$ cat src/rtl/claw_pkg.sv
// Shared widths and default timing constants for the claw control, timer and display stages.
package claw_pkg;

  localparam int SEC_W = 6;
  localparam int CNT_W = 4;

  localparam int TICK_DIV_DEF = 50_000_000;
  localparam int T1_SEC_DEF   = 30;
  localparam int T2_SEC_DEF   = 2;
  localparam int CNT_MAX_DEF  = 10;

endpackage

$ cat src/rtl/claw_timer_counter_if.sv
// Strobe/status bundle between the claw main control FSM and the timer/counter stage.
interface claw_timer_counter_if;
  import claw_pkg::*;

  logic             En_T1;
  logic             En_T2;
  logic             Add;
  logic             R_C;
  logic             R_TR;
  logic             Timeout1;
  logic             Timeout2;
  logic             Cnt_10;
  logic [SEC_W-1:0] Sec_left;

  // Control FSM side drives the strobes and consumes the status.
  modport master (
    output En_T1, En_T2, Add, R_C, R_TR,
    input  Timeout1, Timeout2, Cnt_10, Sec_left
  );

  modport slave (
    input  En_T1, En_T2, Add, R_C, R_TR,
    output Timeout1, Timeout2, Cnt_10, Sec_left
  );

endinterface

$ cat src/rtl/claw_sec_timer.sv
// Whole-second down-counter with a clock prescaler, pausable enable and a sticky timeout flag.
module claw_sec_timer
  import claw_pkg::*;
#(
  parameter int TICK_DIV = TICK_DIV_DEF,
  parameter int T_SEC    = T1_SEC_DEF
) (
  input  logic             clk,
  input  logic             rst_n,
  input  logic             en,
  input  logic             reload,
  output logic             timeout,
  output logic [SEC_W-1:0] rem
);

  localparam int PS_W = (TICK_DIV > 2) ? $clog2(TICK_DIV) : 1;
  localparam logic [PS_W-1:0]  PS_LAST  = PS_W'(TICK_DIV - 1);
  localparam logic [SEC_W-1:0] REM_INIT = SEC_W'(T_SEC);

  logic [PS_W-1:0] ps;

  // Counting stops once rem reaches zero, so enable is ignored after timeout.
  always_ff @(posedge clk or negedge rst_n) begin
    if (!rst_n) begin
      ps      <= '0;
      rem     <= REM_INIT;
      timeout <= 1'b0;
    end else if (reload) begin
      ps      <= '0;
      rem     <= REM_INIT;
      timeout <= 1'b0;
    end else if (en && (rem != '0)) begin
      if (ps == PS_LAST) begin
        ps  <= '0;
        rem <= rem - SEC_W'(1);
        if (rem == SEC_W'(1)) begin
          timeout <= 1'b1;
        end
      end else begin
        ps <= ps + PS_W'(1);
      end
    end
  end

endmodule

$ cat src/rtl/claw_timer_counter.sv
// Joystick/release timers and saturating failed-play counter beside the claw main control FSM.
module claw_timer_counter
  import claw_pkg::*;
#(
  parameter int TICK_DIV = TICK_DIV_DEF,
  parameter int T1_SEC   = T1_SEC_DEF,
  parameter int T2_SEC   = T2_SEC_DEF,
  parameter int CNT_MAX  = CNT_MAX_DEF
) (
  input  logic                 clk,
  input  logic                 rst_n,
  claw_timer_counter_if.slave  bus
);

  localparam logic [CNT_W-1:0] CNT_LIM = CNT_W'(CNT_MAX);

  logic             t1_timeout;
  logic             t2_timeout;
  logic [SEC_W-1:0] rem1;
  logic [SEC_W-1:0] rem2_unused;

  logic             add_d;
  logic             add_rise;
  logic [CNT_W-1:0] cnt;
  logic [CNT_W-1:0] cnt_nxt;
  logic             cnt_10;

  function automatic logic [CNT_W-1:0] sat_inc(input logic [CNT_W-1:0] v);
    return (v >= CNT_LIM) ? CNT_LIM : v + CNT_W'(1);
  endfunction

  claw_sec_timer #(
    .TICK_DIV (TICK_DIV),
    .T_SEC    (T1_SEC)
  ) u_timer1 (
    .clk     (clk),
    .rst_n   (rst_n),
    .en      (bus.En_T1),
    .reload  (bus.R_TR),
    .timeout (t1_timeout),
    .rem     (rem1)
  );

  claw_sec_timer #(
    .TICK_DIV (TICK_DIV),
    .T_SEC    (T2_SEC)
  ) u_timer2 (
    .clk     (clk),
    .rst_n   (rst_n),
    .en      (bus.En_T2),
    .reload  (bus.R_TR),
    .timeout (t2_timeout),
    .rem     (rem2_unused)
  );

  assign add_rise = bus.Add & ~add_d;

  // Clear wins over a coincident rising edge of Add.
  always_comb begin
    cnt_nxt = cnt;
    if (!bus.R_C) begin
      cnt_nxt = '0;
    end else if (add_rise) begin
      cnt_nxt = sat_inc(cnt);
    end
  end

  // Cnt_10 is precomputed from cnt_nxt so it comes straight from a flop.
  always_ff @(posedge clk or negedge rst_n) begin
    if (!rst_n) begin
      add_d  <= 1'b0;
      cnt    <= '0;
      cnt_10 <= 1'b0;
    end else begin
      add_d  <= bus.Add;
      cnt    <= cnt_nxt;
      cnt_10 <= (cnt_nxt == CNT_LIM);
    end
  end

  assign bus.Timeout1 = t1_timeout;
  assign bus.Timeout2 = t2_timeout;
  assign bus.Sec_left = rem1;
  assign bus.Cnt_10   = cnt_10;

endmodule

$ cat src/flat_wrapper.sv
// flat-port wrapper written by rule: the top's interface ports become plain ports
module claw_timer_counter_flat import claw_pkg::*;
#(
  parameter int TICK_DIV = TICK_DIV_DEF,
  parameter int T1_SEC   = T1_SEC_DEF,
  parameter int T2_SEC   = T2_SEC_DEF,
  parameter int CNT_MAX  = CNT_MAX_DEF
)
  (clk, rst_n, bus_En_T1, bus_En_T2, bus_Add, bus_R_C, bus_R_TR, bus_Timeout1, bus_Timeout2, bus_Cnt_10, bus_Sec_left);
  claw_timer_counter_if bus_i ();
  input  logic clk;
  input  logic rst_n;
  input wire logic [$bits(bus_i.En_T1)-1:0] bus_En_T1;
  input wire logic [$bits(bus_i.En_T2)-1:0] bus_En_T2;
  input wire logic [$bits(bus_i.Add)-1:0] bus_Add;
  input wire logic [$bits(bus_i.R_C)-1:0] bus_R_C;
  input wire logic [$bits(bus_i.R_TR)-1:0] bus_R_TR;
  output wire logic [$bits(bus_i.Timeout1)-1:0] bus_Timeout1;
  output wire logic [$bits(bus_i.Timeout2)-1:0] bus_Timeout2;
  output wire logic [$bits(bus_i.Cnt_10)-1:0] bus_Cnt_10;
  output wire logic [$bits(bus_i.Sec_left)-1:0] bus_Sec_left;
  assign bus_i.En_T1 = bus_En_T1;
  assign bus_i.En_T2 = bus_En_T2;
  assign bus_i.Add = bus_Add;
  assign bus_i.R_C = bus_R_C;
  assign bus_i.R_TR = bus_R_TR;
  assign bus_Timeout1 = bus_i.Timeout1;
  assign bus_Timeout2 = bus_i.Timeout2;
  assign bus_Cnt_10 = bus_i.Cnt_10;
  assign bus_Sec_left = bus_i.Sec_left;
  claw_timer_counter #(.TICK_DIV(TICK_DIV), .T1_SEC(T1_SEC), .T2_SEC(T2_SEC), .CNT_MAX(CNT_MAX)) u_core (.clk(clk), .rst_n(rst_n), .bus(bus_i));
endmodule
$ cat config.mk
export PLATFORM = sky130hd
export DESIGN_NAME = claw_timer_counter_flat
export DESIGN_NICKNAME = d
export VERILOG_FILES = /design/src/rtl/claw_pkg.sv /design/src/rtl/claw_timer_counter_if.sv /design/src/rtl/claw_sec_timer.sv /design/src/rtl/claw_timer_counter.sv /design/src/flat_wrapper.sv
export SDC_FILE = /design/constraint.sdc
export NUM_CORES = 1
export LEC_CHECK = 0
export CAP_MARGIN = 40
export CELL_PAD_IN_SITES_DETAIL_PLACEMENT = 1
export CELL_PAD_IN_SITES_GLOBAL_PLACEMENT = 1
export CORE_MARGIN = 3
export CORE_UTILIZATION = 50
export CTS_BUF_LIST = sky130_fd_sc_hd__clkbuf_4 sky130_fd_sc_hd__clkbuf_8
export DETAILED_ROUTE_END_ITERATION = 10
export PLACE_DENSITY = 0.92
export SLEW_MARGIN = 20
export SYNTH_ARGS = -nofsm -noshare
export SYNTH_HDL_FRONTEND = slang
export SYNTH_HIERARCHICAL = 1
export SYNTH_SLANG_ARGS = --single-unit
$ cat constraint.sdc
create_clock -name clk -period 2.5 [get_ports clk]
set_input_delay 0.375 -clock clk [delete_from_list [all_inputs] [get_ports clk]]
set_output_delay 0.375 -clock clk [all_outputs]
set_load 0.01 [all_outputs]
# == Word-level counts from Yosys, hierarchy flattened ==
# Index checks and enable logic that the tools add are counted.
# totals
reg_bits,72
word_cells,59
input_bits,7
# op_classes
bitwise_logic,2
eq_ne,5
addsub,5
muxes,23
n_lt_le_gt_ge,1
n_reduce_logical,14
# op_table
cell,count
26-bit two-way mux,6
26-bit by 1-bit adder with 26-bit output (second input constant),2
26-bit equality test (second input constant),2
6-bit two-way mux,6
6-bit by 1-bit equality test with 1-bit output (second input constant),2
4-bit two-way mux,3
2-bit nonzero test,6
6-bit nonzero test,2
6-bit by 1-bit subtractor with 6-bit output (second input constant),2
1-bit two-way mux,8
3-bit AND reduction,2
4-bit by 1-bit adder with 4-bit output (second input constant),1
4-bit equality test (second input constant),1
4-bit greater-or-equal comparator (second input constant),1
2-bit AND reduction,2
1-bit logical AND,2
1-bit AND,1
1-bit NOT,1

# == Longest topological paths before layout ==
# depth
depth_word,5
depth_mapped,8
mapped_depth_nobuf,7

# == Hierarchy ==
# Netlist, hierarchy kept.
# modules_own_cells
module,area_each_um2,n_inst,cells_each
claw_sec_timer at u_core.u_timer1,1915.6,1,193
claw_sec_timer at u_core.u_timer2,1846.8,1,200
claw_timer_counter,312.8,1,28

# == Worst setup path before layout ==
# No wires, ideal clock.
# synth_timing
path_kind,register -> register
start,register u_core.u_timer2.ps[0]
end,register u_core.u_timer2.ps[24]
setup_ns,0.125
setup_slack_ns,0.459
n_path_buf,0
arrival_ns,1.915
required_ns,2.375
stages_incl_launch_ff,7
path_cell_list,dfrtp_1 ha_1 nand3_1 nor4_1 nand4_1 a21oi_1 o22ai_1
# synth_via
elab_chain_len,4
elab_cells_between_ends,5
cone_classes,add/sub: 1; eq/ne: 1; mux: 3
# synth_rtl
element,line,text
"start, declared",claw_sec_timer.sv:20,logic [PS_W-1:0] ps;
"start signal, assigned",claw_sec_timer.sv:40,ps <= ps + PS_W'(1);
26-bit by 1-bit adder with 26-bit output or 26-bit equality test (tied branches),"claw_sec_timer.sv:40, claw_sec_timer.sv:33",
26-bit two-way mux (*),claw_sec_timer.sv:33,if (ps == PS_LAST) begin
26-bit two-way mux (*),claw_sec_timer.sv:32,end else if (en && (rem != '0)) begin
26-bit two-way mux (*),claw_sec_timer.sv:28,end else if (reload) begin
# Every way passes the cells marked *; elsewhere a longest branch is shown, timed or not. The select of a mux whose other input is x is not followed.
# A chain may end at the register's enable or synchronous reset.

# == Worst setup path in the final report ==
# layout_timing
start,register u_core.u_timer1.ps[1]
end,register u_core.u_timer1.ps[20]
# layout_via
elab_chain_len,4
elab_cells_between_ends,5
cone_classes,add/sub: 1; eq/ne: 1; mux: 3
# layout_rtl
element,line
"start, declared",claw_sec_timer.sv:20
"start signal, assigned",claw_sec_timer.sv:40
26-bit by 1-bit adder with 26-bit output or 26-bit equality test (tied branches),"claw_sec_timer.sv:40, claw_sec_timer.sv:33"
26-bit two-way mux (*),claw_sec_timer.sv:33
26-bit two-way mux (*),claw_sec_timer.sv:32
26-bit two-way mux (*),claw_sec_timer.sv:28
# Marks and branches as above.

==> metrics <==
CP max stage cell a211oi_2; Worst Setup Start Kind flop; clk buf depth 2; RSZ-0062 raised after global routing false; initial antenna violation count 0; CP Cell Sequence ha_1 > and4_1 > and4_1 > a211oi_2 > a31oi_1 > a31oi_1; layout cell share with drive strength beyond 1 0.151; Max H-tree Level 3; vias in the first global route 3695; DRT iter0 DRCs 138; maximum VDD drop 0.367 mV; commonest non-fill, non-tap cell in the layout dfrtp_1; most frequent cells in the layout 67 x dfrtp_1, 46 x nor2_1, 34 x nand2_1; CTS root buffer clkbuf_8; worst skew pair latency 0.35 ns; Vias/cell 6.18; clock slew seen by the registers of the worst setup and hold paths 0.08 ns; Synth Cell Area 0.00408 mm^2; Synthesized Nets 436; Rows 32; Chip Height 96.3 um; worst hold-check path type in -> async; worst-margin pin slew 0.604 ns; Setup TNS 0 ns; max frequency 0.433 GHz; status completed; GRT Residual Overflow 0; sequential element share of the synthesized area 0.444; Routed Antenna Nets 0; Post-synth top flop dfrtp_1; leak pwr 0.00190 uW; placed cell count 541; vias 3450; Power Density 538 mW/mm^2; share of flip-flops with an asynchronous set or reset 1.00; DRT Wirelength 10900 um; Critical Path Max Stage Delay 0.54 ns; core area 0.00781 mm^2; period utilization 0.925; GRT Resource Usage Total 0.257; Final Hold Viols 0; drt drc 0; Post-synth EDFFs 0; largest net degree at the start of global routing 44; Synth Register Bits 72; number of diodes 0; Tmin final 2.31 ns; WL/cell 19.5 um; Critical Path Fanout Max 8; TritonCTS buffer count 9; GP Congestion 0.857; total iterations of the first detailed-routing run 4; CTS sink cnt 72; DPL Wire Length 7480 um; Initial Utilization 0.522; Crit Reg-Reg Endpoint u_core/u_timer1/ps[20]; final layout net count 466; Worst Reg-to-Reg Cells 6; final setup fails 0; Final Skew 0.0128 ns; final max-slew violation count 0; CP required 2.75 ns; critical path class reg -> reg; first-pass GRT wire length 18200 um; syn avg cell area 9.68 um^2; flop-to-flop setup slack 0.19 ns; YS warnings 6; Max Cap Viol 0; area growth from synthesis to layout 13.3%; die width 96.3 um; Critical R2R Launch u_core/u_timer1/ps[1]; final cell count without fillers 558; synth unique cells 62; setup bufs post-CTS 0; Setup crit end kind flop; I/O pins 16; Cells after Synth 421; Slew HR 0.592; Data arrival, critical path 2.56 ns; die area 0.00927 mm^2; port bufs 15; CTS tree built
layout make-up:
class	instances	area, um^2
clock buffers	9	124
clock inverters	7	95.1
fillers	881	3190
inverters	12	45.0
multi-input cells	326	2140
flip-flops and latches	72	1810
well taps	102	128
repair buffers	30	275
state kept, by name, summed over array words and instances, names as in the netlist:
name and cells:
u_core/add_d 1, u_core/u_timer1/rem 6, u_core/cnt 4, u_core/bus.Cnt_10 1, u_core/u_timer2/ps 26, u_core/u_timer1/timeout 1, u_core/u_timer2/timeout 1, u_core/u_timer1/ps 26
u_core/u_timer2/rem 6
cell usage after synthesis (6+ instances only):
cell type | count | area [um^2]
nand2_1 | 34 | 128
nor2_1 | 46 | 173
inv_1 | 12 | 45.0
a31oi_1 | 6 | 37.5
xor2_1 | 28 | 245
ha_1 | 8 | 100
or3_1 | 7 | 43.8
nor3_1 | 10 | 50.1
o21ai_0 | 12 | 60.1
nand4_1 | 27 | 169
dfrtp_1 | 67 | 1680
xnor2_1 | 15 | 131
a21oi_1 | 18 | 90.1
nor2_2 | 11 | 68.8
nand3_1 | 29 | 145
and3_1 | 7 | 43.8
layer usage:
| layer | wire length, um | track usage | vias to the layer above |
|---|---|---|---|
| met5 | 0 | 0 | - |
| met4 | 251 | 0.101 | 0 |
| met3 | 357 | 0.0485 | 23 |
| met2 | 5880 | 0.469 | 76 |
| met1 | 4390 | 0.294 | 1771 |
| li1 | - | - | 1580 |
repair_timing:
| item | 4_1_cts | 5_1_grt |
|---|---|---|
| hold buffers | 1 | 0 |
| hold endpoints to repair | 25 | 0 |
| resized for setup | 0 | 0 |
kinds of logic after synthesis:
family / Yosys count / share of synthesized area
xor gates and xnor gates: 43 / 0.0924
buffers and inverters: 23 / 0.0307
muxes: 3 / 0.00768
DFF: 72 / 0.444
adders and majority gates: 8 / 0.0246
and+or+nand+nor: 216 / 0.311
AOI/OAI and AO/OA: 56 / 0.0900
stage by stage:
stage | instance area [um^2] | power (uW) | util | setup slack, ns | hold slack [ns]
floorplan | 4080 | 1370 | - | 0.459 | 0.0794
global placement | 4370 | 1450 | 0.559 | 0.307 | 0.474
detailed placement | 4390 | 1480 | 0.562 | 0.216 | 0.338
CTS | 4620 | 2510 | 0.591 | 0.244 | 0.497
global route | 4620 | 2600 | 0.591 | 0.0149 | 0.507
finish | 4620 | 2490 | 0.591 | 0.189 | 0.491
worst max-delay path by stage:
stage	start	to	slack (ns)
floorplan	u_core/u_timer2/ps[0]	u_core/u_timer2/ps[24]	0.46
global placement	bus_R_TR	u_core/u_timer2/ps[22]	0.31
detailed placement	bus_R_TR	u_core/u_timer1/ps[9]	0.22
CTS	u_core/u_timer1/rem[0]	u_core/u_timer1/ps[23]	0.24
global route	u_core/u_timer1/rem[0]	u_core/u_timer1/ps[21]	0.01
finish	u_core/u_timer1/ps[1]	u_core/u_timer1/ps[20]	0.19
report_power, final:
group | internal (uW) | switching, uW | leakage, uW | total, uW
Sequential | 1190 | 27.1 | 0.000982 | 1220
Clock | 564 | 467 | 0.000110 | 1030
Combinational | 83.9 | 152 | 0.000811 | 236
critical path, delay by kind of cell (launching register included):
| kind | cells | cell delay, ns |
|---|---|---|
| AOI/OAI and AO/OA | 3 | 0.99 |
| and+or+nand+nor | 2 | 0.53 |
| DFF | 1 | 0.41 |
| adders and majority gates | 1 | 0.26 |
(Power assumes the default switching activity.)
